**src/rtl/fp16_align_stage.sv**
```systemverilog
// fp16_align_stage: two-stage front end of a half-precision adder.
// S1 unpacks, classifies, picks the larger operand and computes the
// alignment shift; S2 right-shifts the smaller mantissa into alignment.
module fp16_align_stage #(
   parameter int SHIFT_LIMIT = 12
) (
   input  logic        clk,
   input  logic        rst,
   input  logic [15:0] in_a,
   input  logic [15:0] in_b,
   input  logic        in_sub,
   input  logic        in_valid,
   output logic        in_ready,
   output logic        out_valid,
   input  logic        out_ready,
   output logic        out_sign,
   output logic        out_eff_sub,
   output logic [5:0]  out_exp,
   output logic [15:0] out_man_big,
   output logic [15:0] out_man_small,
   output logic [1:0]  out_special,
   output logic [15:0] out_bypass
);

   typedef struct packed {
      logic        sign;
      logic        eff_sub;
      logic [4:0]  exp;
      logic [15:0] man_big;
      logic [15:0] man_small;
      logic [4:0]  shift;
      logic [1:0]  special;
      logic [15:0] bypass;
   } s1_t;

   typedef struct packed {
      logic        sign;
      logic        eff_sub;
      logic [5:0]  exp;
      logic [15:0] man_big;
      logic [15:0] man_small;
      logic [1:0]  special;
      logic [15:0] bypass;
   } s2_t;

   logic        s1_valid_q, s1_valid_d;
   logic        s2_valid_q, s2_valid_d;
   s1_t         s1_q, s1_d, unp;
   s2_t         s2_q, s2_d, aln, out_pay;
   logic        s1_adv, in_fire;

   logic [4:0]  exp_a, exp_b;
   logic [9:0]  frac_a, frac_b;
   logic        sgn_a, sgn_b;
   logic [15:0] eff_b;
   logic        a_nan, b_nan, a_inf, b_inf, a_big, mag_eq;

   // Field decode; B's sign is flipped here so subtraction becomes addition.
   assign exp_a  = in_a[14:10];
   assign exp_b  = in_b[14:10];
   assign frac_a = in_a[9:0];
   assign frac_b = in_b[9:0];
   assign sgn_a  = in_a[15];
   assign sgn_b  = in_b[15] ^ in_sub;
   assign eff_b  = {sgn_b, in_b[14:0]};
   assign a_nan  = (exp_a == 5'd31) && (frac_a != 10'd0);
   assign b_nan  = (exp_b == 5'd31) && (frac_b != 10'd0);
   assign a_inf  = (exp_a == 5'd31) && (frac_a == 10'd0);
   assign b_inf  = (exp_b == 5'd31) && (frac_b == 10'd0);
   // Exponent sits above fraction, so a plain magnitude compare orders them.
   assign a_big  = in_a[14:0] > in_b[14:0];
   assign mag_eq = in_a[14:0] == in_b[14:0];

   // Classify and pick the larger operand; specials carry zeroed datapath fields.
   always_comb begin
      unp = '0;
      if (a_nan) begin
         unp.special = 2'b11;  unp.bypass = in_a;
      end else if (b_nan) begin
         unp.special = 2'b11;  unp.bypass = eff_b;
      end else if (exp_a == 5'd0) begin
         unp.special = 2'b10;  unp.bypass = eff_b;
      end else if (exp_b == 5'd0) begin
         unp.special = 2'b10;  unp.bypass = in_a;
      end else if (a_inf && b_inf && (sgn_a != sgn_b)) begin
         unp.special = 2'b11;  unp.bypass = {in_a[15:1], 1'b1};
      end else if (a_inf) begin
         unp.special = 2'b01;  unp.bypass = in_a;
      end else if (b_inf) begin
         unp.special = 2'b01;  unp.bypass = eff_b;
      end else if (mag_eq && (sgn_a ^ sgn_b)) begin
         unp.special = 2'b10;  unp.bypass = 16'h0000;
      end else begin
         unp.sign      = a_big ? sgn_a : sgn_b;
         unp.eff_sub   = sgn_a ^ sgn_b;
         unp.exp       = a_big ? exp_a : exp_b;
         unp.man_big   = {3'b000, 1'b1, (a_big ? frac_a : frac_b), 2'b00};
         unp.man_small = {3'b000, 1'b1, (a_big ? frac_b : frac_a), 2'b00};
         unp.shift     = a_big ? (exp_a - exp_b) : (exp_b - exp_a);
      end
   end

   // Alignment: shifts past the limit flush the small mantissa entirely.
   always_comb begin
      aln           = '0;
      aln.sign      = s1_q.sign;
      aln.eff_sub   = s1_q.eff_sub;
      aln.exp       = {1'b0, s1_q.exp};
      aln.man_big   = s1_q.man_big;
      aln.man_small = (int'(s1_q.shift) > SHIFT_LIMIT) ? 16'h0000
                                                       : (s1_q.man_small >> s1_q.shift);
      aln.special   = s1_q.special;
      aln.bypass    = s1_q.bypass;
   end

   // Handshake and next-state: S1 moves on whenever S2 is empty or draining.
   always_comb begin
      s1_adv     = !s2_valid_q || out_ready;
      in_ready   = !rst && (!s1_valid_q || s1_adv);
      in_fire    = in_valid && in_ready;
      s1_valid_d = in_fire ? 1'b1 : (s1_adv ? 1'b0 : s1_valid_q);
      s1_d       = in_fire ? unp : s1_q;
      s2_valid_d = s1_adv ? s1_valid_q : s2_valid_q;
      s2_d       = (s1_adv && s1_valid_q) ? aln : s2_q;
   end

   // Pipeline registers with synchronous reset.
   always_ff @(posedge clk) begin
      if (rst) begin
         s1_valid_q <= 1'b0;
         s2_valid_q <= 1'b0;
         s1_q       <= '0;
         s2_q       <= '0;
      end else begin
         s1_valid_q <= s1_valid_d;
         s2_valid_q <= s2_valid_d;
         s1_q       <= s1_d;
         s2_q       <= s2_d;
      end
   end

   // Outputs forced low during reset so nothing leaks in the reset cycle itself.
   assign out_pay       = rst ? '0 : s2_q;
   assign out_valid     = s2_valid_q && !rst;
   assign out_sign      = out_pay.sign;
   assign out_eff_sub   = out_pay.eff_sub;
   assign out_exp       = out_pay.exp;
   assign out_man_big   = out_pay.man_big;
   assign out_man_small = out_pay.man_small;
   assign out_special   = out_pay.special;
   assign out_bypass    = out_pay.bypass;

endmodule

```
**config.mk**
```make
export PLATFORM = sky130hd
export DESIGN_NAME = fp16_align_stage
export DESIGN_NICKNAME = d
export VERILOG_FILES = /design/src/rtl/fp16_align_stage.sv
export SDC_FILE = /design/constraint.sdc
export NUM_CORES = 1
export LEC_CHECK = 0
export BUFFER_PORTS_ARGS = -buffer_cell sky130_fd_sc_hd__buf_2
export CAP_MARGIN = 30
export CORE_ASPECT_RATIO = 0.7
export CORE_MARGIN = 2
export CORE_UTILIZATION = 30
export CTS_CLUSTER_DIAMETER = 80
export DETAILED_ROUTE_END_ITERATION = 10
export HOLD_SLACK_MARGIN = 0.03
export SETUP_SLACK_MARGIN = 0.1
export SLEW_MARGIN = 20
export SYNTH_ARGS = -nofsm -noshare
export SYNTH_HDL_FRONTEND = slang
export SYNTH_SLANG_ARGS = --single-unit
```
**constraint.sdc**
```tcl
create_clock -name clk -period 6 [get_ports clk]
set_input_delay 0.6 -clock clk [delete_from_list [all_inputs] [get_ports clk]]
set_output_delay 0.6 -clock clk [all_outputs]
set_load 0.02 [all_outputs]
```
Word level (Yosys, flattened, before mapping)
Index checks and enable logic that the tools add are counted.
{ "word_totals": {"regBits": 121, "inputBits": 37, "output_inout_bits": 60, "wordCells": 76} }
{ "classes": {"n_addsub": 2, "magnitude_cmp": 2, "eq_ne": 4, "n_shift": 1, "n_mux": 25, "n_bitwise": 2, "reduce_logical": 23} }
{ "op_table": {"columns": ["cell", "count"], "rows": [
  ["$mux 44", 8],
  ["$mux 18", 8],
  ["$mux 58", 1],
  ["$logic_not 10->1", 2],
  ["$mux 10", 2],
  ["$reduce_bool 10->1", 2],
  ["$mux 16", 1],
  ["$shr 16x5->16", 1],
  ["$eq 15x15->1", 1],
  ["$gt 15x15->1", 1],
  ["$logic_and 1x1->1", 11],
  ["$eq 5x5->1 const B", 2],
  ["$logic_not 5->1", 2],
  ["$mux 5", 2],
  ["$sub 5x5->5", 2],
  ["$gt 5x4->1 const B", 1],
  ["$logic_not 1->1", 3],
  ["$mux 1", 3],
  ["$logic_or 1x1->1", 2],
  ["$reduce_bool 2->1", 1],
  ["$xor 1x1->1", 2],
  ["$ne 1x1->1", 1]
]} }

Longest topological paths before layout
{ "depth": {"depth_word": 11, "mapped_depth": 11, "ltp_nobuf": 9} }

Worst setup path before layout
Ideal clock, no wire load.
{ "synth_timing": {"path_type": "input -> register", "start": "input port in_a[11]", "end": "register s1_q[21] (netlist bit)", "setup_ns": 0.122, "arrival_time_ns": 2.632, "required_time_ns": 5.878, "path_slack_ns": 3.247, "cell_stages": 11, "n_path_buf": 3, "path_cell_list": "inv_1 > ha_1 > nand4_1 > or4_1 > buf_2 > and2_1 > buf_6 > a21oi_4 > buf_6 > o21ai_1 > a221o_1"} }
{ "synth_via": {"elab_chain_cells": 10, "elab_cells_between_ends": 20, "classes_between": "2 x add/sub; 1 x order compare; 2 x eq/ne; 9 x mux; 6 x reduce/logical"} }
{ "synth_lines": {"columns": ["item", "line", "rtl"], "rows": [
  ["start, declared", "9", "input logic [15:0] in_a,"],
  ["$gt 15x15->1 (tied with other cells)", "71", "assign a_big = in_a[14:0] > in_b[14:0];"],
  ["$mux 5 or $logic_and 1x1->1 (tied branches)", "99, 91", null],
  ["$mux 44", "91", "end else if (mag_eq && (sgn_a ^ sgn_b)) begin"],
  ["$mux 44", "89", "end else if (b_inf) begin"],
  ["$mux 44", "87", "end else if (a_inf) begin"],
  ["$mux 44", "85", "end else if (a_inf && b_inf && (sgn_a != sgn_b)) begin"],
  ["$mux 44", "83", "end else if (exp_b == 5'd0) begin"],
  ["$mux 44", "81", "end else if (exp_a == 5'd0) begin"],
  ["$mux 44", "79", "end else if (b_nan) begin"],
  ["$mux 44 *", "77", "if (a_nan) begin"],
  ["end signal, assigned", "132", "s1_q <= '0;"],
  ["end signal, assigned", "137", "s1_q <= s1_d;"],
  ["end, declared", "48", "s1_t s1_q, s1_d, unp;"]
]} }
Mark *: on every way between the ends. The rest lies on a longest branch, timed or not.
A chain may end at the register's enable or synchronous reset.

Final worst setup path
{ "layout_timing": {"start": "input port in_a[12]", "end": "register s1_q[21] (netlist bit)"} }
Same word-level chain as after synthesis.

==> flow_metrics.tcl <==
set metrics [dict create \
    status "finished clean" \
    post_drt_via_cell_ratio 5.38 \
    syn-mean-instance-area_um2 8.09 \
    start_kind "input port" \
    cp_max_fo 31 \
    cp_slowest_cell "or4_1" \
    place_ws_ns 1.86 \
    ys_types 59 \
    first_global_vias 4686 \
    stdcell_count 1008 \
    nFillCells 2022 \
    grt_pass1_wl_mm 27.4 \
    p_per_area_nw_per_um2 248 \
    ys_async_sr_fraction_pct 0 \
    wl_per_cell_um 17.4 \
    antenna_left 0 \
    ctsLongestPathBuffers 2 \
    nets 820 \
    dp_cells 991 \
    h-tree-depth 3 \
    timing.critical_path.buf_inv 2 \
    hpwl_mm 13.0 \
    worstPathArrival_ns 4.09 \
    hold_viol_final 0 \
    period_needed_ns 3.84 \
    grt-ovfl-total 0 \
    critPathCaptureType "flip-flop" \
    cts_buffers 9 \
    synth_most_common_cell "nand2_1" \
    dr.pass1.iters 5 \
    synth_top_cell_by_area "dfxtp_1" \
    leakagePower_nw 2.72 \
    cts_root_buf "clkbuf_16" \
    synth_top_area_share_pct 35.6 \
    whs_ns 0.452 \
    synth_common_cells "nand2_1, dfxtp_1, a21oi_1" \
    core_um2 18800 \
    pin_count 97 \
    clock_skew_ns 0.00991 \
    ctsResizeCount 0 \
    maxSlewViolCount 0 \
    vias 5421 \
    gp_congestion 0.956 \
    ys.flop_type "dfxtp_1" \
    power_mw 1.63 \
    synth_seq_cells 102 \
    synth.area.top_cells "dfxtp_1, nand2_1, nor2b_1" \
    initial_core_util_pct 30.5 \
    clock_latency_ns 0.35 \
    min_path_type "flip-flop to flip-flop" \
    critPathMaxStageDelay_ns 0.85 \
    rsz0062_at_grt "false" \
    initialDrtViolationCount 545 \
    maxCapViolCount 0 \
    routed_wl_mm 17.5 \
    ctsHoldBuffers 0 \
    postCtsSetupBuffers 0 \
    portBuffers 87 \
    regArea_um2 2040 \
    syn_area_um2 5730 \
    clk_pin_slew_ns 0.07 \
    fmax_mhz 260 \
    rows 42 \
    yosysWarnings 0 \
    multi_input_area_um2 3340 \
    antenna_found_initial 0 \
    max_slew.worst_pin.slew_ns 0.962 \
    cts_tree "built" \
    min_period_over_period_pct 64.1 \
    drc 0 \
    finalSetupViolations 0 \
    synth_edf_count 0 \
    slew-limit-headroom_pct 35.6 \
    syn_inst 709 \
    grt_usage_pct 17.2 \
    fin_setup_tns_ns 0 \
    clock-sinks 102 \
    dieArea_um2 20300 \
    grt_max_degree 51 \
    cp_cell_sequence "buf_2 > inv_1 > ha_1 > nand4_1 > or4_1 > and2_1 > a21oi_4 > o21ai_1 > a221o_1" \
    antennaDiodeCount 0 \
    area_delta_synth_final_pct 14.7 \
    postLayoutSetupSlackWorst_ns 2.16 \
    drive_above_1_share_pct 15.9 \
    ir_worst_vdd_uv 130 \
    crit_type "input port to flip-flop" \
    synth_seq_area_share_pct 35.6 \
    required_ns 6.24 \
    die_w_um 169 \
    die_y_um 120 \
    cp_top_family "simple AND/OR/NAND/NOR gates" \
]
==> layout by cell type, fill, tap and decap left out, types with 13 or more instances in the layout <==
cell type	netlist	final
a21oi_1	66	65
inv_1	25	25
nor2_1	23	23
o21ai_1	15	15
nor2b_1	55	54
dfxtp_1	102	102
and3_1	29	29
a221oi_1	13	13
a221o_1	30	30
nand2_1	112	112
mux2i_1	13	13
ha_1	20	20
nor3_1	18	18
a22o_1	22	22
buf_2	7	86
==> tightest hold or removal path: cells and delay by family, from the launching register on <==
kind,cells,cell delay [ns]
compound gates,1,0.05
flops,1,0.31
simple gates,1,0.05
==> through the flow <==
stage                     util (%)  cell area, µm²
after CTS                     34.9            6570
after floorplan                  -            5760
after detailed placement      33.3            6260
final                         34.9            6580
after global placement        33.3            6260
after global routing          34.9            6580
==> final cells by class <==
cell class                      instances  area share (%)
Tap cell                              242            4.61
Clock inverter                          6           0.971
Sequential cell                       102            31.1
Inverter                               26            1.48
Multi-Input combinational cell        528            50.8
Timing Repair Buffer                   94            7.46
Clock buffer                           10            3.63
==> cells by family (layout without fill, tap and decap cells) <==
kind of cell / after synthesis / after routing / synth area share (%)
adders and majority gates: 22 / 22 / 5.06
and+or+nand+nor: 278 / 278 / 24.0
other: 1 / 9 / 0.0654
DFF: 102 / 102 / 35.6
AOI/OAI and AO/OA: 198 / 198 / 24.5
xor gates and xnor gates: 4 / 4 / 0.611
buffers and inverters: 87 / 136 / 6.83
muxes: 17 / 17 / 3.25
==> sequential cells by signal (all words and copies together), names as in the netlist <==
register / cells
s2_valid_q: 1
s2_q: 49
aln: 36
s1_q: 15
s1_valid_q: 1
==> power breakdown <==
| part | internal [mW] | switching, mW | total [mW] |
|---|---|---|---|
| combinational | 0.109 | 0.188 | 0.296 |
| clock | 0.305 | 0.291 | 0.596 |
| sequential | 0.708 | 0.0330 | 0.741 |
==> metal layers <==
metal  routed length, µm  global-route usage, %  share of wire (%)
met5                   0                      0                  0
met4                 210                   4.01                1.2
met3                1610                   4.68                9.2
met2                6450                   21.1                 37
met1                9250                   28.4                 53
==> final timing paths <==
check / start / end / slack, ns / depth (start not counted)
hold / removal: aln[56] / s2_q[56] / 0.45 / 2
setup reg to reg: s1_valid_q / s1_q[21] / 3.09 / 6
hold reg to reg: aln[56] / s2_q[56] / 0.45 / 2
setup / recovery: in_a[12] / s1_q[21] / 2.16 / 9
(Power assumes the default switching activity.)
